`config.mk`:
```
export PLATFORM = sky130hd
export DESIGN_NAME = approx_mul_pipe
export DESIGN_NICKNAME = d
export VERILOG_FILES = /design/src/rtl/approx_mul_pkg.sv /design/src/rtl/approx_mul_core.sv /design/src/rtl/approx_mul_pipe.sv
export SDC_FILE = /design/constraint.sdc
export NUM_CORES = 1
export LEC_CHECK = 0
export CAP_MARGIN = 15
export CORE_UTILIZATION = 55
export DETAILED_ROUTE_END_ITERATION = 7
export PLACE_DENSITY = 0.89
export SLEW_MARGIN = 20
export SYNTH_ARGS = -nofsm -noshare
export SYNTH_HDL_FRONTEND = slang
export SYNTH_HIERARCHICAL = 1
export SYNTH_SLANG_ARGS = --single-unit
```
`constraint.sdc`:
```
create_clock -name clk -period 7.4 [get_ports clk]
set_input_delay 0.74 -clock clk [delete_from_list [all_inputs] [get_ports clk]]
set_output_delay 0.74 -clock clk [all_outputs]
set_load 0.1 [all_outputs]
```
`src/rtl/approx_mul_pkg.sv`:
```
// Shared types and constants for the approximate multiplier.
// Latency: n/a (package only).
// Backpressure: n/a (package only).
package approx_mul_pkg;

    typedef enum logic [1:0] {
        MODE_EXACT = 2'b00,
        MODE_TRUNC = 2'b01,
        MODE_ORC   = 2'b10,
        MODE_RSVD  = 2'b11
    } mode_e;

    // Bias added to the truncated product: half the weight of the dropped columns.
    function automatic logic [63:0] comp_const(input int trunc, input int width);
        if (trunc <= 0 || trunc >= 2 * width) begin
            return '0;
        end
        return 64'd1 << (trunc - 1);
    endfunction

endpackage

```
`src/rtl/approx_mul_core.sv`:
```
// Combinational exact and approximate product of two unsigned operands.
// Latency: 0 cycles (pure combinational).
// Backpressure: none; the caller registers the result.
module approx_mul_core
    import approx_mul_pkg::*;
#(
    parameter int WIDTH = 8,
    parameter int TRUNC = 4
) (
    input  logic [WIDTH-1:0]   a,
    input  logic [WIDTH-1:0]   b,
    input  logic [1:0]         mode,
    output logic [2*WIDTH-1:0] p_approx,
    output logic [2*WIDTH-1:0] p_exact
);

    localparam int PW = 2 * WIDTH;
    localparam logic [PW-1:0] HI_MASK = {PW{1'b1}} << TRUNC;
    localparam logic [PW-1:0] COMP    = PW'(comp_const(TRUNC, WIDTH));

    logic [PW-1:0] p_hi;
    logic [PW-1:0] p_or;
    logic [PW-1:0] row;

    // Each row a[i]*b<<i is split: upper columns summed, lower columns OR-ed.
    always_comb begin
        p_hi = '0;
        p_or = '0;
        row  = '0;
        for (int i = 0; i < WIDTH; i++) begin
            row  = (PW'(b) << i) & {PW{a[i]}};
            p_hi = p_hi + (row & HI_MASK);
            p_or = p_or | (row & ~HI_MASK);
        end
    end

    always_comb begin
        p_exact = PW'(a) * PW'(b);
        case (mode_e'(mode))
            MODE_TRUNC: p_approx = p_hi + COMP;
            MODE_ORC:   p_approx = p_hi | p_or;
            default:    p_approx = p_exact;
        endcase
    end

endmodule

```
`src/rtl/approx_mul_pipe.sv`:
```
// Pipelined approximate multiplier with in-system error statistics.
// Latency: 2 cycles accept-to-output (S1 operands, S2 product).
// Backpressure: elastic valid/ready, full throughput, stages hold while stalled.
module approx_mul_pipe
    import approx_mul_pkg::*;
#(
    parameter int WIDTH = 8,
    parameter int TRUNC = 4,
    parameter int CNT_W = 32
) (
    input  logic                 clk,
    input  logic                 rst,
    input  logic                 in_valid,
    output logic                 in_ready,
    input  logic [WIDTH-1:0]     in_a,
    input  logic [WIDTH-1:0]     in_b,
    input  logic [1:0]           in_mode,
    output logic                 out_valid,
    input  logic                 out_ready,
    output logic [2*WIDTH-1:0]   out_p,
    output logic [2*WIDTH-1:0]   out_err,
    input  logic                 stat_clr,
    output logic [CNT_W-1:0]     txn_cnt,
    output logic [CNT_W-1:0]     mis_cnt,
    output logic [2*WIDTH-1:0]   wce
);

    localparam int PW = 2 * WIDTH;

    logic             s1_v_q, s1_v_d;
    logic [WIDTH-1:0] a_q, a_d, b_q, b_d;
    mode_e            mode_q, mode_d;
    logic             s2_v_q, s2_v_d;
    logic [PW-1:0]    p_q, p_d, err_q, err_d;
    logic [CNT_W-1:0] txn_q, txn_d, mis_q, mis_d;
    logic [PW-1:0]    wce_q, wce_d;

    logic             adv2;
    logic             out_hs;
    logic [PW-1:0]    p_approx, p_exact, diff;

    assign adv2     = !s2_v_q || out_ready;
    assign in_ready = !s1_v_q || adv2;
    assign out_hs   = s2_v_q && out_ready;

    approx_mul_core #(
        .WIDTH (WIDTH),
        .TRUNC (TRUNC)
    ) u_core (
        .a        (a_q),
        .b        (b_q),
        .mode     (mode_q),
        .p_approx (p_approx),
        .p_exact  (p_exact)
    );

    assign diff = (p_exact >= p_approx) ? (p_exact - p_approx) : (p_approx - p_exact);

    always_comb begin
        s1_v_d = s1_v_q;
        a_d    = a_q;
        b_d    = b_q;
        mode_d = mode_q;
        s2_v_d = s2_v_q;
        p_d    = p_q;
        err_d  = err_q;
        if (in_ready) begin
            s1_v_d = in_valid;
            if (in_valid) begin
                a_d    = in_a;
                b_d    = in_b;
                mode_d = mode_e'(in_mode);
            end
        end
        if (adv2) begin
            s2_v_d = s1_v_q;
            if (s1_v_q) begin
                p_d   = p_approx;
                err_d = diff;
            end
        end
    end

    // A clear coinciding with an output handshake drops that handshake.
    always_comb begin
        txn_d = txn_q;
        mis_d = mis_q;
        wce_d = wce_q;
        if (stat_clr) begin
            txn_d = '0;
            mis_d = '0;
            wce_d = '0;
        end else if (out_hs) begin
            if (txn_q != {CNT_W{1'b1}}) begin
                txn_d = txn_q + CNT_W'(1);
            end
            if (err_q != '0 && mis_q != {CNT_W{1'b1}}) begin
                mis_d = mis_q + CNT_W'(1);
            end
            if (err_q > wce_q) begin
                wce_d = err_q;
            end
        end
    end

    always_ff @(posedge clk) begin
        if (rst) begin
            s1_v_q <= 1'b0;
            a_q    <= '0;
            b_q    <= '0;
            mode_q <= MODE_EXACT;
            s2_v_q <= 1'b0;
            p_q    <= '0;
            err_q  <= '0;
            txn_q  <= '0;
            mis_q  <= '0;
            wce_q  <= '0;
        end else begin
            s1_v_q <= s1_v_d;
            a_q    <= a_d;
            b_q    <= b_d;
            mode_q <= mode_d;
            s2_v_q <= s2_v_d;
            p_q    <= p_d;
            err_q  <= err_d;
            txn_q  <= txn_d;
            mis_q  <= mis_d;
            wce_q  <= wce_d;
        end
    end

    assign out_valid = s2_v_q;
    assign out_p     = p_q;
    assign out_err   = err_q;
    assign txn_cnt   = txn_q;
    assign mis_cnt   = mis_q;
    assign wce       = wce_q;

endmodule
```
==> results of run 1 <==
final timing paths:
path                                 from     endpoint  slack, ns  cells past startpoint
worst max-delay path               b_q[4]  out_err[12]       0.73                     23
worst min-delay path            out_p[15]    out_p[15]       0.45                      2
worst max register to register     b_q[4]  out_err[12]       0.73                     23
worst min register to register  out_p[15]    out_p[15]       0.45                      2
worst register-to-register path: stages (launching register included):
cell and delay [ns]:
dfxtp_1 0.50, and2_1 0.28, fa_1 0.47, fa_1 0.54
fa_1 0.55, inv_1 0.05, fa_1 0.58, inv_1 0.06
ha_1 0.29, a21oi_1 0.23, o2111ai_1 0.21, a21o_1 0.21
a21oi_1 0.17, xnor2_1 0.16, a22o_1 0.21, inv_1 0.06
ha_1 0.39, a21oi_1 0.18, nand2_1 0.10, a221oi_4 0.37
and2_4 0.33, mux2i_1 0.27, o32a_1 0.18, o311ai_0 0.13
metrics by stage:
step | util (%) | hold slack (ns) | instance area [sq um] | std cells | total power, mW
3_5_place_dp | 64.51 | 0.4455 | 12760 | 1728 | 1.538
4_1_cts | 67.43 | 0.4537 | 13340 | 1760 | 2.368
2_1_floorplan | - | 0.4530 | 11260 | 1369 | 1.389
5_1_grt | 67.43 | 0.4739 | 13340 | 1760 | 2.482
6_report | 67.43 | 0.4523 | 13340 | 1760 | 2.370
3_3_place_gp | 64.51 | 0.4440 | 12760 | 1728 | 1.519
cells by family (layout without fill, tap and decap cells):
family	Yosys count	after routing	synth area share (%)
buffers and inverters	230	356	8.132
and+or+nand+nor	476	476	21.32
adders and majority gates	183	183	24.93
AOI/OAI and AO/OA	252	252	14.51
xor gates and xnor gates	82	82	6.377
muxes	14	14	1.267
DFF	132	132	23.46
report_power, final:
part | internal (mW) | switching [mW]
registers | 0.731 | 0.0333
clock network | 0.487 | 0.343
logic | 0.280 | 0.496
total | 1.50 | 0.872
sequential cells by signal, summed over array words and instances (netlist names):
| signal | flops |
|---|---|
| mis_cnt | 32 |
| txn_cnt | 32 |
| out_err | 16 |
| out_p | 16 |
| wce | 16 |
| a_q | 8 |
| b_q | 8 |
| mode_q | 2 |
| out_valid | 1 |
| s1_v_q | 1 |
synthesized netlist by cell type (all sizes together), types with 2 or more instances:
cell     number
a211o         2
a211oi       15
a21boi        3
a21o         15
a21oi       102
a221oi        4
a22o          9
a311oi        2
a31oi         4
a32oi         2
and2         41
and3         18
and4         16
buf          13
clkbuf       34
dfxtp       132
fa           69
ha          114
inv         183
mux2          2
mux2i        12
nand2       157
nand2b       11
nand3        59
nand3b        5
nand4        27
nor2         98
nor2b         9
nor3         10
nor3b         3
nor4          5
o2111ai       3
o211ai        3
o21a          3
o21ai        59
o21bai        8
o311a         2
o311ai        3
o31a          2
o31ai         4
or2           2
or3          11
xnor2        29
xor2         53
per-layer routing:
metal  wire length [um]  vias up
li1                   -     4824
met3               1524       83
met5                  0        -
met4                964        0
met2              14070      387
met1              12260     4794
final cells by class:
type / instances / area, sq um
timing repair buffer: 141 / 1394
sequential: 132 / 2643
inverter: 183 / 686.9
tap: 265 / 331.6
clock inverter: 12 / 121.4
multi-input combinational: 1007 / 7706
clock buffer: 20 / 456.7
fill: 1558 / 6442
==> flow_summary.toml, run 1 <==
[clock_network]
hold_buffers = 0
clock_latency_ns = 0.42
cts_resized = 0
htreeDepth = 4
clockBufferDepth = 2
cts_made_buffers = 17
cts.reportedPaths.clkPinSlew_ns = 0.06
root_buffer = "clkbuf_16"
cts_setup_buffers = 0
clock_sinks = 132
tritoncts = "yes"

[worst_setup_path]
critPathMaxFanout = 12
worstPathCellList = "and2_1, fa_1, fa_1, fa_1, inv_1, fa_1, inv_1, ha_1, a21oi_1, o2111ai_1, a21o_1, a21oi_1, xnor2_1, a22o_1, inv_1, ha_1, a21oi_1, nand2_1, a221oi_4, and2_4, mux2i_1, o32a_1, o311ai_0"
endpoint_kind = "register"
required_ns = 7.67
cpMostUsedCell = "fa_1"
slowest_delay_ns = 0.58
cpMaxStageDelayCell = "fa_1"
cp-start-kind = "register"
crit_buf_inv = 3
cp_top_family = "adder cells"
cp.arrival_ns = 6.95
critical_path_class = "register to register"

[floorplanning]
dieArea_sq_um = 21050
die_w_um = 145.1
initial_core_util_pct = 56.93
dieHeight_um = 145.1
num_rows = 51
coreArea_sq_um = 19780
io_pins = 137

[yosys]
netlist_instances = 1369
synth_edf_count = 0
ys_seq_elements = 132
synth-async-reset-ratio_pct = 0
ys.flop_type = "dfxtp_1"
yosys_warnings = 6
yosysTopAreaCell = "dfxtp_1"
ys_seq_area_share_pct = 23.46
syn_avg_cell_area_sq_um = 8.226
yosysTopAreaCellShare_pct = 23.46
synth_nets = 1575
syn_area_sq_um = 11260
synth_area_leaders = "dfxtp_1 (23%), ha_1 (13%), fa_1 (12%)"
synth_cell_types = 81

[grt]
grt_max_degree = 61
grt_remaining_overflow = 0
grt_pass1_wl_mm = 48.01
met1_usage_pct = 34.41
grt_pass1_vias = 9947
antenna_found_initial = 0
grt_util_all_layers_pct = 27.64
grt.busiest_layer = "met2"
grtUsageMet3_pct = 4.025
grt_util_met2_pct = 47.36

[timing]
max_freq_mhz = 149.8
tns_ns = 0
fin_ws_ns = 0.7257
setup_viol = 0
slew_headroom_pct = 30.84
skew_ns = 0.01005
drv_slew = 0
rsz0062_at_grt = "no"
finalHoldViolCount = 0
tightest_slew_ns = 1.034
fin_crit_sh_pct = 90.19
finalCriticalPeriod_ns = 6.674

[detailed_routing]
drt-wirelength-per-cell_um = 16.37
first_iter_violations = 825
firstDrtPassIters = 7
wirelength_mm = 28.81
drc_errors = 0
num_vias = 10088
vias_per_cell = 5.732
route.antenna.remaining_nets = 0

[worst_hold_path]
min_path_type = "register to register"

[cells_and_area]
drive_gt1_share_pct = 4.749
num-nets-final = 1688
n_antenna_cell = 0
final_common_cell = "inv_1"
layout_common_cells = "inv_1 (183), nand2_1 (156), clkdlybuf4s50_1 (135), dfxtp_1 (132), ha_1 (114)"
area_delta_synth_final_pct = 18.44

[placement]
io_buffer_count = 136
pre_cts_slack_ns = 0.7879
gp_congestion = 0.9853
dpl.hpwl_mm = 21.98

[power]
p_leak_nw = 5.820
vdd_ir_drop_max_v = 0.0001771
p_per_area_nw_per_um2 = 177.6

[outcome]
status = "finished, final reports clean"

[flow_run]
drv_cap = 0
No activity file was read; power rests on OpenSTA's default activity.
==> inputs of run 2 (changes only) <==
--- a/config.mk
+++ b/config.mk
@@ -6,9 +6,9 @@
 export NUM_CORES = 1
 export LEC_CHECK = 0
 export CAP_MARGIN = 15
-export CORE_UTILIZATION = 55
+export CORE_UTILIZATION = 33
 export DETAILED_ROUTE_END_ITERATION = 7
-export PLACE_DENSITY = 0.89
+export PLACE_DENSITY = 0.62
 export SLEW_MARGIN = 20
 export SYNTH_ARGS = -nofsm -noshare
 export SYNTH_HDL_FRONTEND = slang
==> constraint.sdc (replaced) <==
create_clock -name clk -period 7.8 [get_ports clk]
set_input_delay 0.78 -clock clk [delete_from_list [all_inputs] [get_ports clk]]
set_output_delay 0.78 -clock clk [all_outputs]
set_load 0.1 [all_outputs]
==> run 2 against run 1 <==
Compared with the run above:
- register-to-register slack better by 0.38 ns
- via count is 3.6% lower
- cell area is 2.0% higher
- hold slack worse by 0.0018 ns
- non-clock buffer count is 1 lower
- fmax is 0.31% lower
- die area is 66% higher
- clock skew is 0.014 ns higher
- sequential share of layout area is 0.39 points lower
- clock power is 4.5% higher
- sequential power is 4.7% lower
- cell count is 10% higher
- critical path type unchanged
- largest power group unchanged
==> flow_summary.toml, run 2 (synthesis gave the netlist of run 1 again) <==
[detailed_routing]
drt-wirelength-per-cell_um = 15.42
num_vias = 9724
route.antenna.remaining_nets = 0
drc_errors = 0
first_iter_violations = 577
wirelength_mm = 29.94
vias_per_cell = 5.007
firstDrtPassIters = 5

[timing]
slew_headroom_pct = 30.45
max_freq_mhz = 149.4
tns_ns = 0
tightest_slew_ns = 1.040
finalHoldViolCount = 0
fin_crit_sh_pct = 85.83
drv_slew = 0
setup_viol = 0
rsz0062_at_grt = "no"
finalCriticalPeriod_ns = 6.695
skew_ns = 0.02437
whs_ns = 0.4505

[clock_network]
cts_made_buffers = 17
cts_resized = 0
cts_setup_buffers = 0
hold_buffers = 0
root_buffer = "clkbuf_16"
cts.reportedPaths.clkPinSlew_ns = 0.06
tritoncts = "yes"
clock_sinks = 132
clock_latency_ns = 0.44
clockBufferDepth = 2
htreeDepth = 4

[cells_and_area]
final_common_cell = "inv_1"
area_delta_synth_final_pct = 20.82
num-nets-final = 1687
n_antenna_cell = 0
drive_gt1_share_pct = 4.618
layout_common_cells = "inv_1 (183), nand2_1 (156), clkdlybuf4s50_1 (135), dfxtp_1 (132), ha_1 (114)"

[worst_setup_path]
required_ns = 8.09
critical_path_class = "register to register"
ff2ff_path_depth = 23
endpoint_kind = "register"
r2r_end = "out_err[12]"
cpMaxStageDelayCell = "fa_1"
slowest_delay_ns = 0.58
critPathMaxFanout = 12
worstPathCellList = "and2_1, fa_1, fa_1, fa_1, inv_1, fa_1, inv_1, ha_1, a21oi_1, o2111ai_1, a21o_1, a21oi_1, xnor2_1, a22o_1, inv_1, ha_1, a21oi_1, nand2_1, a221oi_4, and2_4, mux2i_1, o32a_1, o311ai_0"
cp-start-kind = "register"
r2r_start = "b_q[4]"
cp.arrival_ns = 6.99
r2r_setup_slack_ns = 1.10
cpMostUsedCell = "fa_1"

[worst_hold_path]
min_path_type = "register to register"
worstHoldStart = "out_p[2]"
hold_path_depth = 2
min_to = "out_p[2]"

[floorplanning]
coreArea_sq_um = 33530
io_pins = 137
num_rows = 67
dieHeight_um = 186.7
dieArea_sq_um = 34870
die_w_um = 186.7
initial_core_util_pct = 33.59

[grt]
grt_max_degree = 78
grt_util_all_layers_pct = 17.23
grt_remaining_overflow = 0
antenna_found_initial = 0
grt_pass1_wl_mm = 48.82
grt_pass1_vias = 9486

[outcome]
status = "finished, final reports clean"

[power]
vdd_ir_drop_max_v = 0.0001503
p_per_area_nw_per_um2 = 171.1
p_leak_nw = 5.839

[placement]
dpl.hpwl_mm = 23.51
gp_congestion = 0.8730
io_buffer_count = 136

[flow_run]
drv_cap = 0
## run 2: changes by cell type in the layout (fill, tap and decap cells not counted), sizes merged
cell,change
buf,-1
clkbuf,+2
inv,-3
bufinv,+2
clkinvlp,-1
## run 2: worst max path at each step
stage | start | end | slack, ns | cells past startpoint
2_1_floorplan | b_q[7] | out_err[12] | 1.75 | 26
3_3_place_gp | a_q[1] | out_err[10] | 1.28 | 26
3_5_place_dp | b_q[4] | out_err[12] | 1.12 | 23
4_1_cts | b_q[4] | out_err[12] | 1.09 | 23
5_1_grt | b_q[4] | out_err[12] | 0.65 | 23
6_report | b_q[4] | out_err[12] | 1.10 | 23
## run 2: power breakdown
group,total [mW],internal (mW),switching (mW)
sequential,0.728,0.693,0.0350
combinational,0.735,0.264,0.470
clock,0.866,0.531,0.334
total,2.33,1.49,0.840
## run 2: stage by stage
step                      power (mW)  setup slack (ns)  cells  cell area, sq um  utilization [%]
after detailed placement       1.474             1.118   1910             12990            38.73
after global placement         1.469             1.281   1910             12990            38.73
after global routing           2.447            0.6450   1942             13610            40.58
after floorplan                1.318             1.751   1369             11260                -
final                          2.329             1.105   1942             13610            40.58
after CTS                      2.351             1.087   1942             13610            40.58
## run 2: cell type report
type / count / area, sq um
clock buffers: 22 / 474.2
inverters: 183 / 686.9
repair buffers: 140 / 1386
clock inverters: 10 / 145.1
fillers: 3383 / 19930
multi-input cells: 1007 / 7711
well taps: 448 / 560.5
flip-flops and latches: 132 / 2643
## run 2: per-layer routing
layer | wire length (um) | share of wire, % | up-vias | GRT usage [%]
li1 | - | - | 4812 | -
met1 | 13930 | 47 | 4621 | 22.78
met2 | 14090 | 47 | 259 | 28.72
met3 | 1494 | 5.0 | 32 | 3.461
met4 | 428 | 1.4 | 0 | 4.098
met5 | 0 | 0 | - | 0
## run 2: critical path, delay by kind of cell (launching register included)
kind                     cells  cell delay (ns)
flip-flops                   1             0.55
AND/OR/NAND/NOR              3             0.76
buffers and inverters        3             0.17
multiplexers                 1             0.27
XOR/XNOR                     1             0.14
AO/OA/AOI/OAI                9             1.85
adder cells (fa/ha/maj)      6             2.80
==> RTL edit, RTL diff (config.mk and constraints of run 1) <==
Put one more register stage on the output `out_err`, without a reset. The value now appears one clock later. The other outputs are not delayed to match.
--- a/src/rtl/approx_mul_pipe.sv
+++ b/src/rtl/approx_mul_pipe.sv
@@ -131,7 +131,9 @@
 
     assign out_valid = s2_v_q;
     assign out_p     = p_q;
-    assign out_err   = err_q;
+    always_ff @(posedge clk) begin
+        out_err <= err_q;
+    end
     assign txn_cnt   = txn_q;
     assign mis_cnt   = mis_q;
     assign wce       = wce_q;
Behaviour: not the same (a bounded check fails within 4 cycles, from zero or initial values and one cycle with rst high).
==> RTL edit against run 1 <==
Sequential power is 14% higher. Design area increased by 2.1%. Die area is 1.2% higher. Sequential cell count grew 16. Area after synthesis grew 1.2%. Wire length grew 1.5%. Core utilization down 0.33 points. Power is 8.1% higher. Setup slack got worse by 0.33 ns.
==> RTL edit: results (changes against run 1) <==
status=finished clean; Post-layout nets=1703 (+0.89%); grt met3 use=4.33% (+0.30 points); syn_nets=1576 (+0.063%); crit-path max FO=9 (-3); clk_skew=0.00838 ns (-0.00167 ns); sequential area share after synthesis=26.0% (+2.5 points); syn avg cell area=8.32 µm² (+1.1%); area fraction in compound gates after synthesis=12.6% (-1.9 points); final-layout fill cell count=1539 (-1.2%); met3 wire length=1.95 mm (+28%); Distinct cells, synth=77 (-4.9%); fin cells=1780 (+1.1%); Post-Synth Adder-Cell Area=24.6% (-0.29 points); Max VDD drop=0.164 mV (-7.7%); grt met1 use=35.2% (+0.80 points); global-route wire length before repair=47.7 mm (-0.57%); post-DP HPWL=21.8 mm (-0.94%); Switching Fraction=36.7% (-0.13 points); Via density=5.72 (-0.26%); GRT Overall Usage=27.6% (about the same); drt wl/cell=16.4 µm (+0.32%); max_slew headroom=31.3% (+0.41 points); vias in the first global route=9892 (-0.55%); met2 Track Usage GR=47.1% (-0.30 points); mux cell area share after synthesis=2.25% (+0.98 points); M1 WL=12.1 mm (-1.5%)
-- RTL edit: cell types whose count changed after synthesis, moves of 9 or more --
cell | run 1 | this run
a21oi_1 | 96 | 74
and3_1 | 18 | 8
dfxtp_1 | 132 | 148
inv_1 | 183 | 195
mux2i_1 | 12 | 23
nand3_1 | 57 | 38
nor2_1 | 98 | 124
nor3_1 | 7 | 27
nor4_1 | 4 | 13
o21ai_0 | 47 | 28
xnor2_1 | 29 | 57
xor2_1 | 53 | 27
-- RTL edit: area by class of cell --
class | instances | area share, %
Clock buffer | 18 | 3.15
Clock inverter | 14 | 1.20
Tap cell | 270 | 2.48
Timing Repair Buffer | 146 | 10.5
Multi-Input combinational cell | 989 | 55.5
Sequential cell | 148 | 21.8
Inverter | 195 | 5.37
-- RTL edit: cell families after synthesis --
group           after synthesis
xor+xnor                     84
compound gates              213
simple gates                484
fa+ha+maj                   183
flops                       148
mux                          25
buf+inv                     233
-- RTL edit: final timing paths --
kind                            startpoint    endpoint  slack, ns  cells past startpoint
worst min-delay path              err_q[7]  out_err[7]       0.42                      0
worst max register to register      a_q[3]    err_q[4]       0.39                     24
worst max-delay path                a_q[3]    err_q[4]       0.39                     24
worst min register to register    err_q[7]  out_err[7]       0.42                      0
-- RTL edit: stage by stage --
| step | util [%] | power, µW | cell area, µm² | worst slack (ns) |
|---|---|---|---|---|
| after floorplan | - | 1480 | 11400 | 0.824 |
| after global placement | 63.9 | 1630 | 13000 | 0.610 |
| after detailed placement | 63.9 | 1650 | 13000 | 0.386 |
| after CTS | 66.8 | 2520 | 13600 | 0.345 |
| after global routing | 67.1 | 2670 | 13600 | 0.0250 |
| final | 67.1 | 2560 | 13600 | 0.392 |
-- RTL edit: power by group through the flow --
| stage | combinational [µW] | clock (µW) | sequential, µW |
|---|---|---|---|
| after floorplan | 496 | 0 | 979 |
| after CTS | 773 | 877 | 869 |
| after global placement | 746 | 0 | 884 |
| final | 824 | 867 | 869 |
| after global routing | 882 | 913 | 873 |
| after detailed placement | 765 | 0 | 886 |
-- RTL edit: worst register-to-register path, cell delays in order (launching register included) --
cell and delay [ns]:
dfxtp_1 0.55, nand2_1 0.18, fa_1 0.55, fa_1 0.50, inv_1 0.06, fa_1 0.55
inv_1 0.06, fa_1 0.53, inv_1 0.04, ha_1 0.33, o21ai_0 0.23, nand2b_1 0.13
a41o_1 0.27, a21oi_2 0.14, xnor2_1 0.19, a22o_1 0.25, inv_1 0.06, ha_1 0.42
nand3_1 0.21, a2111oi_4 0.42, o31ai_4 0.17, nand2_4 0.16, mux2_4 0.32, or4b_1 0.46
o211ai_1 0.16
-- RTL edit: timing repair --
action                     4_1_cts  5_1_grt
gates resized for setup          0        2
buffers inserted                 0        6
setup endpoints to repair        0        3
hold endpoints to repair         0        0
